==> src/rtl/komut_getir.sv <==
// komut_getir: instruction fetch unit with a valid/ready memory port, credit-based
// prefetch FIFO, redirect/flush handling and fault tagging of delivered entries.

// Overflow/underflow watchdog for the fetch unit's counters and FIFO.
module komut_getir_denetci #(
   parameter int DERINLIK = 4,
   parameter int CW       = 3
) (
   input logic          clk,
   input logic          reset,
   input logic [CW-1:0] doluluk,
   input logic [CW-1:0] ucus,
   input logic [CW-1:0] atla,
   input logic          push,
   input logic          pop,
   input logic          flush
);
   localparam logic [CW-1:0] KAP = CW'(DERINLIK);

   a_doluluk: assert property (@(posedge clk) disable iff (reset) doluluk <= KAP);
   a_ucus:    assert property (@(posedge clk) disable iff (reset) ucus <= KAP);
   a_atla:    assert property (@(posedge clk) disable iff (reset) atla <= ucus);
   a_tasma:   assert property (@(posedge clk) disable iff (reset)
                               !(push && !pop && !flush && (doluluk == KAP)));
   a_bosalma: assert property (@(posedge clk) disable iff (reset)
                               !(pop && (doluluk == {CW{1'b0}})));
endmodule

module komut_getir #(
   parameter int              XLEN     = 32,
   parameter int              ILEN     = 32,
   parameter int              DERINLIK = 4,
   parameter logic [XLEN-1:0] RESET_PC = {XLEN{1'b0}}
) (
   input  logic            clk,
   input  logic            reset,
   output logic            bellek_istek_gecerli,
   input  logic            bellek_istek_hazir,
   output logic [XLEN-1:0] bellek_adres,
   input  logic            bellek_yanit_gecerli,
   input  logic [ILEN-1:0] bellek_yanit_veri,
   input  logic            bellek_yanit_hata,
   input  logic            yonlendir,
   input  logic [XLEN-1:0] yonlendir_pc,
   output logic            komut_gecerli,
   input  logic            komut_hazir,
   output logic [ILEN-1:0] komut,
   output logic [XLEN-1:0] pc,
   output logic            hata
);
   localparam int              AW         = (DERINLIK > 1) ? $clog2(DERINLIK) : 1;
   localparam int              CW         = $clog2(DERINLIK) + 1;
   localparam logic [XLEN-1:0] ADIM       = XLEN'(ILEN / 8);
   localparam logic [XLEN-1:0] HIZA_MASKE = XLEN'(ILEN / 8 - 1);
   localparam logic [CW:0]     KAPASITE   = (CW + 1)'(DERINLIK);

   typedef enum logic [0:0] {GETIR = 1'b0, DUR = 1'b1} durum_t;

   durum_t          durum_r, durum_n_s;
   logic [XLEN-1:0] getir_pc_r, getir_pc_n_s;
   logic [XLEN-1:0] yanit_pc_r, yanit_pc_n_s;
   logic [CW-1:0]   ucus_r, ucus_n_s;
   logic [CW-1:0]   atla_r, atla_n_s;
   logic [CW-1:0]   doluluk_r;
   logic [AW-1:0]   yaz_r, oku_r, yaz_adr_s;

   logic [ILEN-1:0]     komut_mem_r [DERINLIK];
   logic [XLEN-1:0]     pc_mem_r    [DERINLIK];
   logic [DERINLIK-1:0] hata_mem_r;

   logic            istek_hs_s, yanit_al_s, pop_s, bos_s, hizali_s;
   logic            push_s, flush_s, push_hata_s;
   logic [ILEN-1:0] push_komut_s;
   logic [XLEN-1:0] push_pc_s;

   // Request side: a credit is free only while in-flight plus buffered stays below depth.
   assign bellek_istek_gecerli = !reset && (durum_r == GETIR) && !yonlendir &&
                                 (({1'b0, ucus_r} + {1'b0, doluluk_r}) < KAPASITE);
   assign bellek_adres = getir_pc_r;
   assign istek_hs_s   = bellek_istek_gecerli && bellek_istek_hazir;
   // A response with nothing outstanding is a leftover from before reset and is ignored.
   assign yanit_al_s   = bellek_yanit_gecerli && (ucus_r != {CW{1'b0}});
   assign hizali_s     = ((yonlendir_pc & HIZA_MASKE) == {XLEN{1'b0}});

   // Decode side: head entry straight from FIFO storage, zero while empty.
   assign bos_s         = (doluluk_r == {CW{1'b0}});
   assign komut_gecerli = !bos_s;
   assign komut         = bos_s ? {ILEN{1'b0}} : komut_mem_r[oku_r];
   assign pc            = bos_s ? {XLEN{1'b0}} : pc_mem_r[oku_r];
   assign hata          = bos_s ? 1'b0 : hata_mem_r[oku_r];
   assign pop_s         = komut_gecerli && komut_hazir;
   assign yaz_adr_s     = flush_s ? {AW{1'b0}} : yaz_r;

   // Next-state: redirect first, then normal request/response bookkeeping and fault stop.
   always_comb begin
      durum_n_s    = durum_r;
      getir_pc_n_s = getir_pc_r;
      yanit_pc_n_s = yanit_pc_r;
      ucus_n_s     = ucus_r + {{(CW-1){1'b0}}, istek_hs_s} - {{(CW-1){1'b0}}, yanit_al_s};
      atla_n_s     = atla_r;
      push_s       = 1'b0;
      flush_s      = 1'b0;
      push_komut_s = {ILEN{1'b0}};
      push_pc_s    = {XLEN{1'b0}};
      push_hata_s  = 1'b0;
      if (yonlendir) begin
         flush_s      = 1'b1;
         atla_n_s     = ucus_n_s;
         getir_pc_n_s = yonlendir_pc;
         yanit_pc_n_s = yonlendir_pc;
         if (hizali_s) begin
            durum_n_s = GETIR;
         end else begin
            push_s      = 1'b1;
            push_pc_s   = yonlendir_pc;
            push_hata_s = 1'b1;
            durum_n_s   = DUR;
         end
      end else begin
         if (istek_hs_s) begin
            getir_pc_n_s = getir_pc_r + ADIM;
         end else begin
            getir_pc_n_s = getir_pc_r;
         end
         if (yanit_al_s && (atla_r != {CW{1'b0}})) begin
            atla_n_s = atla_r - {{(CW-1){1'b0}}, 1'b1};
         end else if (yanit_al_s && (durum_r == GETIR)) begin
            push_s       = 1'b1;
            push_komut_s = bellek_yanit_veri;
            push_pc_s    = yanit_pc_r;
            push_hata_s  = bellek_yanit_hata;
            yanit_pc_n_s = yanit_pc_r + ADIM;
            if (bellek_yanit_hata) begin
               durum_n_s = DUR;
               atla_n_s  = ucus_n_s;
            end else begin
               durum_n_s = durum_r;
            end
         end else begin
            atla_n_s = atla_r;
         end
      end
   end

   // Control registers: state, fetch/response pcs and the two counters.
   always_ff @(posedge clk or posedge reset) begin
      if (reset) begin
         durum_r    <= GETIR;
         getir_pc_r <= RESET_PC;
         yanit_pc_r <= RESET_PC;
         ucus_r     <= {CW{1'b0}};
         atla_r     <= {CW{1'b0}};
      end else begin
         durum_r    <= durum_n_s;
         getir_pc_r <= getir_pc_n_s;
         yanit_pc_r <= yanit_pc_n_s;
         ucus_r     <= ucus_n_s;
         atla_r     <= atla_n_s;
      end
   end

   // FIFO pointers and occupancy; a flush restarts at slot 0 with the optional fault entry.
   always_ff @(posedge clk or posedge reset) begin
      if (reset) begin
         yaz_r     <= {AW{1'b0}};
         oku_r     <= {AW{1'b0}};
         doluluk_r <= {CW{1'b0}};
      end else if (flush_s) begin
         oku_r     <= {AW{1'b0}};
         yaz_r     <= push_s ? AW'(1) : {AW{1'b0}};
         doluluk_r <= push_s ? CW'(1) : {CW{1'b0}};
      end else begin
         if (push_s) begin
            yaz_r <= yaz_r + AW'(1);
         end
         if (pop_s) begin
            oku_r <= oku_r + AW'(1);
         end
         doluluk_r <= doluluk_r + {{(CW-1){1'b0}}, push_s} - {{(CW-1){1'b0}}, pop_s};
      end
   end

   // FIFO storage write; contents are don't-care until occupancy marks them valid.
   always_ff @(posedge clk) begin
      if (push_s) begin
         komut_mem_r[yaz_adr_s] <= push_komut_s;
         pc_mem_r[yaz_adr_s]    <= push_pc_s;
         hata_mem_r[yaz_adr_s]  <= push_hata_s;
      end
   end

   komut_getir_denetci #(.DERINLIK(DERINLIK), .CW(CW)) u_denetci (
      .clk     (clk),
      .reset   (reset),
      .doluluk (doluluk_r),
      .ucus    (ucus_r),
      .atla    (atla_r),
      .push    (push_s),
      .pop     (pop_s),
      .flush   (flush_s)
   );
endmodule
==> config.mk <==
export PLATFORM = sky130hd
export DESIGN_NAME = komut_getir
export DESIGN_NICKNAME = d
export VERILOG_FILES = /design/src/rtl/komut_getir.sv
export SDC_FILE = /design/constraint.sdc
export NUM_CORES = 1
export LEC_CHECK = 0
export ABC_AREA = 1
export BUFFER_PORTS_ARGS = -buffer_cell sky130_fd_sc_hd__buf_2
export CORE_MARGIN = 10
export CORE_UTILIZATION = 59
export DETAILED_ROUTE_END_ITERATION = 12
export PLACE_DENSITY = 0.8
export SETUP_SLACK_MARGIN = 0.05
export SLEW_MARGIN = 20
export SYNTH_ARGS = -nofsm -noshare
export SYNTH_HDL_FRONTEND = slang
export SYNTH_SLANG_ARGS = --single-unit
export TNS_END_PERCENT = 100
==> constraint.sdc <==
create_clock -name clk -period 11.15 [get_ports clk]
set_input_delay 2.23 -clock clk [delete_from_list [all_inputs] [get_ports clk]]
set_output_delay 2.23 -clock clk [all_outputs]
set_load 0.03 [all_outputs]
# Word-level counts from Yosys, hierarchy flattened
# Memory sizes are Yosys's and may differ from the RTL's.
# Cells that the tools add are included.
[word_totals]
ram_bits = 256
regBits = 82
n_memories = 2
inputBits = 71
elab_cells = 99
out_inout_bits = 99
[op_classes]
eq_ne = 1
n_lt_le_gt_ge = 4
n_mux = 46
add_sub_neg = 10
reduce_logical = 26
n_bitwise = 1
[memory_table]
columns = ["memory", "words", "word_bits", "read_ports", "rd_clocked_by_memory_dff", "wr", "line", "rtl"]
rows = [
  ["komut_mem_r", 4, 32, 1, 0, 1, "67", "logic [ILEN-1:0] komut_mem_r [DERINLIK];"],
  ["pc_mem_r", 4, 32, 1, 0, 1, "68", "logic [XLEN-1:0] pc_mem_r [DERINLIK];"],
]
[ops]
columns = ["operator", "count"]
rows = [
  ["two-way mux 32 bit", 14],
  ["adder 32 x 3 -> 32 bit (second input constant)", 2],
  ["logical NOT 32 bit", 1],
  ["two-way mux 1 bit", 19],
  ["two-way mux 3 bit", 5],
  ["nonzero test 3 bit", 4],
  ["two-way mux 2 bit", 5],
  ["nonzero test 2 bit", 5],
  ["logical AND 1 bit", 9],
  ["adder 3 x 1 -> 3 bit", 2],
  ["< comparator 2 x 3 -> 1 bit (second input constant)", 2],
  ["subtractor 3 x 1 -> 3 bit", 2],
  ["adder 2 x 1 -> 2 bit (second input constant)", 2],
  ["adder 3 x 3 -> 4 bit", 1],
  ["bitwise mux 4 bit", 1],
  ["< comparator 4 x 3 -> 1 bit (second input constant)", 1],
  ["AND reduction 2 bit", 2],
  ["logical NOT 1 bit", 3],
  ["logical NOT 3 bit", 1],
  ["AND reduction 3 bit", 1],
  ["subtractor 3 x 1 -> 3 bit (second input constant)", 1],
  ["binary-select mux 1 bit (select 2 bit)", 1],
  ["demux 1 bit (select 2 bit)", 1],
  [">= comparator 2 x 1 -> 1 bit (second input constant)", 1],
  ["2 further kinds", 2],
]

# Logic depth before layout (Yosys ltp)
[logic_depth]
depth_word = 11
ltp_mapped = 15
ltp_nobuf = 15

# Worst setup path after synthesis
# OpenSTA, ideal clock, no wires.
[synth_path]
path_type = "input -> register"
from = "input bellek_yanit_gecerli"
to = "register hata_mem_r[2] (enable)"
setup_slack_ps = 1672
t_arrival_ps = 8829
setup_ps = 649
path_buffers = 1
cell_stages = 5
path_cell_list = "nand3_1 inv_1 nand2_1 clkbuf_1 nor4_1"
[synth_between]
elab_chain_len = 5
[synth_lines]
columns = ["item", "line", "rtl"]
rows = [
  ["from (decl)", "40", "input logic bellek_yanit_gecerli,"],
  ["logical AND 1 bit (*)", "82", "assign yanit_al_s = bellek_yanit_gecerli && (ucus_r != {CW{1'b0}});"],
  ["logical AND 1 bit", "127", "end else if (yanit_al_s && (durum_r == GETIR)) begin"],
  ["two-way mux 1 bit", "127", ""],
  ["two-way mux 1 bit (*)", "125", "if (yanit_al_s && (atla_r != {CW{1'b0}})) begin"],
  ["two-way mux 1 bit (*)", "106", "if (yonlendir) begin"],
  ["to (signal, indexed assignment)", "188", "hata_mem_r[yaz_adr_s] <= push_hata_s;"],
  ["to (decl)", "69", "logic [DERINLIK-1:0] hata_mem_r;"],
]
# Every way passes the cells marked *; elsewhere a longest branch is shown, timed or not.
# A chain may end at the register's enable or synchronous reset.

# Worst setup path in the final report
[layout_path]
from = "register oku_r[0]"
to = "output pc[7]"
[layout_between]
elab_chain_len = 2
[layout_lines]
columns = ["item", "line", "rtl"]
rows = [
  ["from (decl)", "65", "logic [AW-1:0] yaz_r, oku_r, yaz_adr_s;"],
  ["from (signal assigned)", "166", "oku_r <= {AW{1'b0}};"],
  ["from (signal assigned)", "169", "oku_r <= {AW{1'b0}};"],
  ["from (signal assigned)", "177", "oku_r <= oku_r + AW'(1);"],
  ["memory (4 x 32 bit)", "--", ""],
  ["two-way mux 32 bit", "89", "assign pc = bos_s ? {XLEN{1'b0}} : pc_mem_r[oku_r];"],
  ["to (decl)", "48", "output logic [XLEN-1:0] pc,"],
]
# No other way between the ends.

==> impl_metrics.csv <==
group,metric,value,unit
status,run_status,"completed",
yosys,synth_flop_cell,"edfxtp_1",
floorplan,die_y,184,um
detailed_routing,ant_nets,0,
global_routing,first_global_vias,11800,
yosys,yosys-top-cells-area,"edfxtp_1 (49%), dfrtp_1 (12%), nor2_1 (8.6%)",
power_and_ir_drop,sequentialPowerShare,0.424,
floorplan,start_util,0.595,
floorplan,rows,60,
power_and_ir_drop,peakVddDrop,0.122,mV
detailed_routing,routed_wirelength,38.4,mm
timing,max_slew.worst_pin.slew,1.01,ns
global_routing,grt_max_degree,79,
critical_path,worstPathMaxFanout,71,
detailed_routing,wl_per_cell,17.5,um
yosys,synth.most_common_cell,"nor2_1",
clock_network,clk_latency,0.51,ns
clock_network,tritoncts,"built",
power_and_ir_drop,swShare,0.350,
clock_network,clk_path_buf_depth,3,
timing,timing.fmax,176,MHz
yosys,synth_cells,1686,
worst_hold_path,hp-class,"reg -> reg",
yosys,avgSynthCellArea,9.46,um2
critical_path,arrival,3.44,ns
critical_path,end_kind,"primary output",
clock_network,cts_buffers,36,
yosys,synth_seq_area_share,0.612,
detailed_routing,drt_first_iter_violations,1151,
clock_network,clkSlewWorstSetupHoldPaths,0.06,ns
yosys,synth.distinct_cells,41,
floorplan,fp.dieArea,34000,um2
clock_network,hold_buffers,0,
power_and_ir_drop,internal-power,2.31,mW
floorplan,ios,170,
critical_path,slowest_delay,0.74,ns
final_layout,diodes,0,
global_routing,overflow,0,
critical_path,critical_path_class,"reg -> out",
power_and_ir_drop,leakagePower,7.29,nW
floorplan,die_w,184,um
final_layout,final_cells,2190,
job,drv_cap,0,
final_layout,multi_input_area,5310,um2
placement,port_buffers,169,
yosys,yosysWarnings,0,
detailed_routing,vias,12300,
final_layout,postLayoutCoreUtil,0.674,
detailed_routing,vias_per_cell,5.62,
critical_path,slowest_stage,"dfrtp_4",
timing,timing.slew.headroom,0.325,
timing,finalSetupViolations,0,
yosys,synth_edf_count,260,
power_and_ir_drop,switching_power,1.24,mW
global_routing,antenna_found_initial,0,
placement,dpl.hpwl,23.6,mm
timing,rsz0062_at_grt,"false",
detailed_routing,remaining_drc_errors,0,
yosys,synthTopCellsByCount,"nor2_1 (365), nand2_1 (278), edfxtp_1 (260)",
yosys,syn_nets,1769,
timing,hold_viol_final,0,
final_layout,fin_nets,1908,
final_layout,seq_area,9760,um2
yosys,synth.top_cell.area_share,0.489,
power_and_ir_drop,pwr-share-clk,0.305,
critical_path,crit_chain,"inv_2, buf_4, o21ai_0, a21oi_1, buf_2",
power_and_ir_drop,p_total,3.55,mW
yosys,syn_area,16000,um2
yosys,synth.largest_area_cell,"edfxtp_1",
yosys,synthArstFlopShare,0.231,
timing,fin_tns_setup,0,ns
clock_network,cts_setup_buffers,0,
global_routing,grt_use_total,0.220,
timing,maxSlewViolCount,0,
detailed_routing,first_pass_iters,5,
final_layout,drive_gt1_frac,0.155,
critical_path,required,8.92,ns
clock_network,htreeDepth,2,
power_and_ir_drop,p_comb_frac,0.270,
global_routing,grt_first_pass_wirelength,60.3,mm
clock_network,cts_sinks,338,
clock_network,ctsResizeCount,0,
placement,dp.cells,2127,
timing,clock_skew,0.0166,ns
yosys,synth-seq-cells,338,
power_and_ir_drop,powerDensity,197,nW/um2
timing,fin_crit,5.67,ns
placement,place_congestion,0.934,
timing,period_share,0.509,
floorplan,fp.coreArea,26800,um2
final_layout,fillers,2017,
final_layout,syn_to_final_growth,13.2,%
critical_path,start_kind,"register",
clock_network,clockRootBuffer,"clkbuf_16",
critical path, delay by kind of cell, from the launching register on:
| kind | cells | cell delay [ns] |
|---|---|---|
| AOI/OAI and AO/OA | 2 | 0.44 |
| buffers and inverters | 3 | 1.63 |
| DFF | 1 | 0.74 |
final cells by class:
cell class / count / share of cell area
Multi-Input combinational cell: 1129 / 0.294
Clock inverter: 20 / 0.00776
Inverter: 136 / 0.0284
Clock buffer: 42 / 0.0511
Sequential cell: 338 / 0.541
Tap cell: 341 / 0.0236
Timing Repair Buffer: 184 / 0.0542
final timing paths:
path	from	to	slack [ns]	cells after the start
worst max-delay path	oku_r[0]$_DFFE_PP0P_	pc[7]	5.48	5
worst min-delay path	yanit_pc_r[1]$_DFFE_PP0P_	yanit_pc_r[1]$_DFFE_PP0P_	0.48	2
worst max register to register	atla_r[0]$_DFFE_PP0P_	komut_mem_r[1][29]$_DFFE_PP_	7.72	8
worst min register to register	yanit_pc_r[1]$_DFFE_PP0P_	yanit_pc_r[1]$_DFFE_PP0P_	0.48	2
max in group asynchronous	reset	bellek_adres[13]$_DFFE_PP0N_	8.74	4
min in group asynchronous	reset	yanit_pc_r[2]$_DFFE_PP0P_	1.80	3
metal layers:
layer  track usage  up-vias  part of all wire
met4        0.0603        0             0.015
met1         0.294     5835              0.43
met3        0.0427       54             0.082
li1              -     5929                 -
met5             0        -                 0
met2         0.359      495              0.48
flip-flops by register name (all words and copies together), names as in the netlist:
name / flops
yanit_pc_r: 32
doluluk_r: 3
pc_mem_r: 128
atla_r: 3
komut_mem_r: 128
yaz_r: 2
bellek_adres: 32
hata_mem_r: 4
oku_r: 2
durum_r: 1
ucus_r: 3
per-stage QoR:
step | hold WS [ns] | setup slack [ns] | area (um2)
3_3_place_gp | 0.445 | 5.69 | 17000
2_1_floorplan | 0.432 | 1.67 | 16000
3_5_place_dp | 0.454 | 5.67 | 17000
6_report | 0.478 | 5.48 | 18100
5_1_grt | 0.499 | 5.24 | 18100
4_1_cts | 0.476 | 5.48 | 18000
power groups by stage:
stage	clock (mW)	sequential (mW)	combinational [mW]
after floorplan	0	1.53	0.672
after global placement	0	1.53	0.946
after detailed placement	0	1.53	0.965
after CTS	1.10	1.51	0.968
after global routing	1.15	1.52	1.06
final	1.08	1.51	0.961
cells by family (layout without fill, tap and decap cells):
kind of cell | Yosys count | count (layout) | synth area share
and+or+nand+nor | 790 | 790 | 0.209
DFF | 338 | 338 | 0.612
AOI/OAI and AO/OA | 310 | 310 | 0.102
buffers and inverters | 219 | 382 | 0.0573
xor gates and xnor gates | 17 | 17 | 0.00933
adders and majority gates | 12 | 12 | 0.0104
layout by cell type (no fill, tap or decap), types with 3 or more instances in the layout:
master and n:
o211ai_1 10, nor2_1 362, clkinv_2 9, nand2_1 278, inv_1 126, nor3_1 10, nor2_2 10, nand2_2 5
inv_2 8, o22ai_1 17, nand3b_1 3, clkbuf_1 6, nand4_1 14, clkbuf_16 36, edfxtp_1 260, a21oi_1 72
xnor2_1 8, o21ai_1 13, nand3_2 6, a21boi_0 4, buf_2 169, clkinv_1 7, nor2_4 11, ha_1 10
buf_4 14, dfrtp_1 76, o21ai_0 184, xor2_1 9, nand2_4 4, nand3_1 82, o21bai_1 5
(Power assumes the default switching activity.)
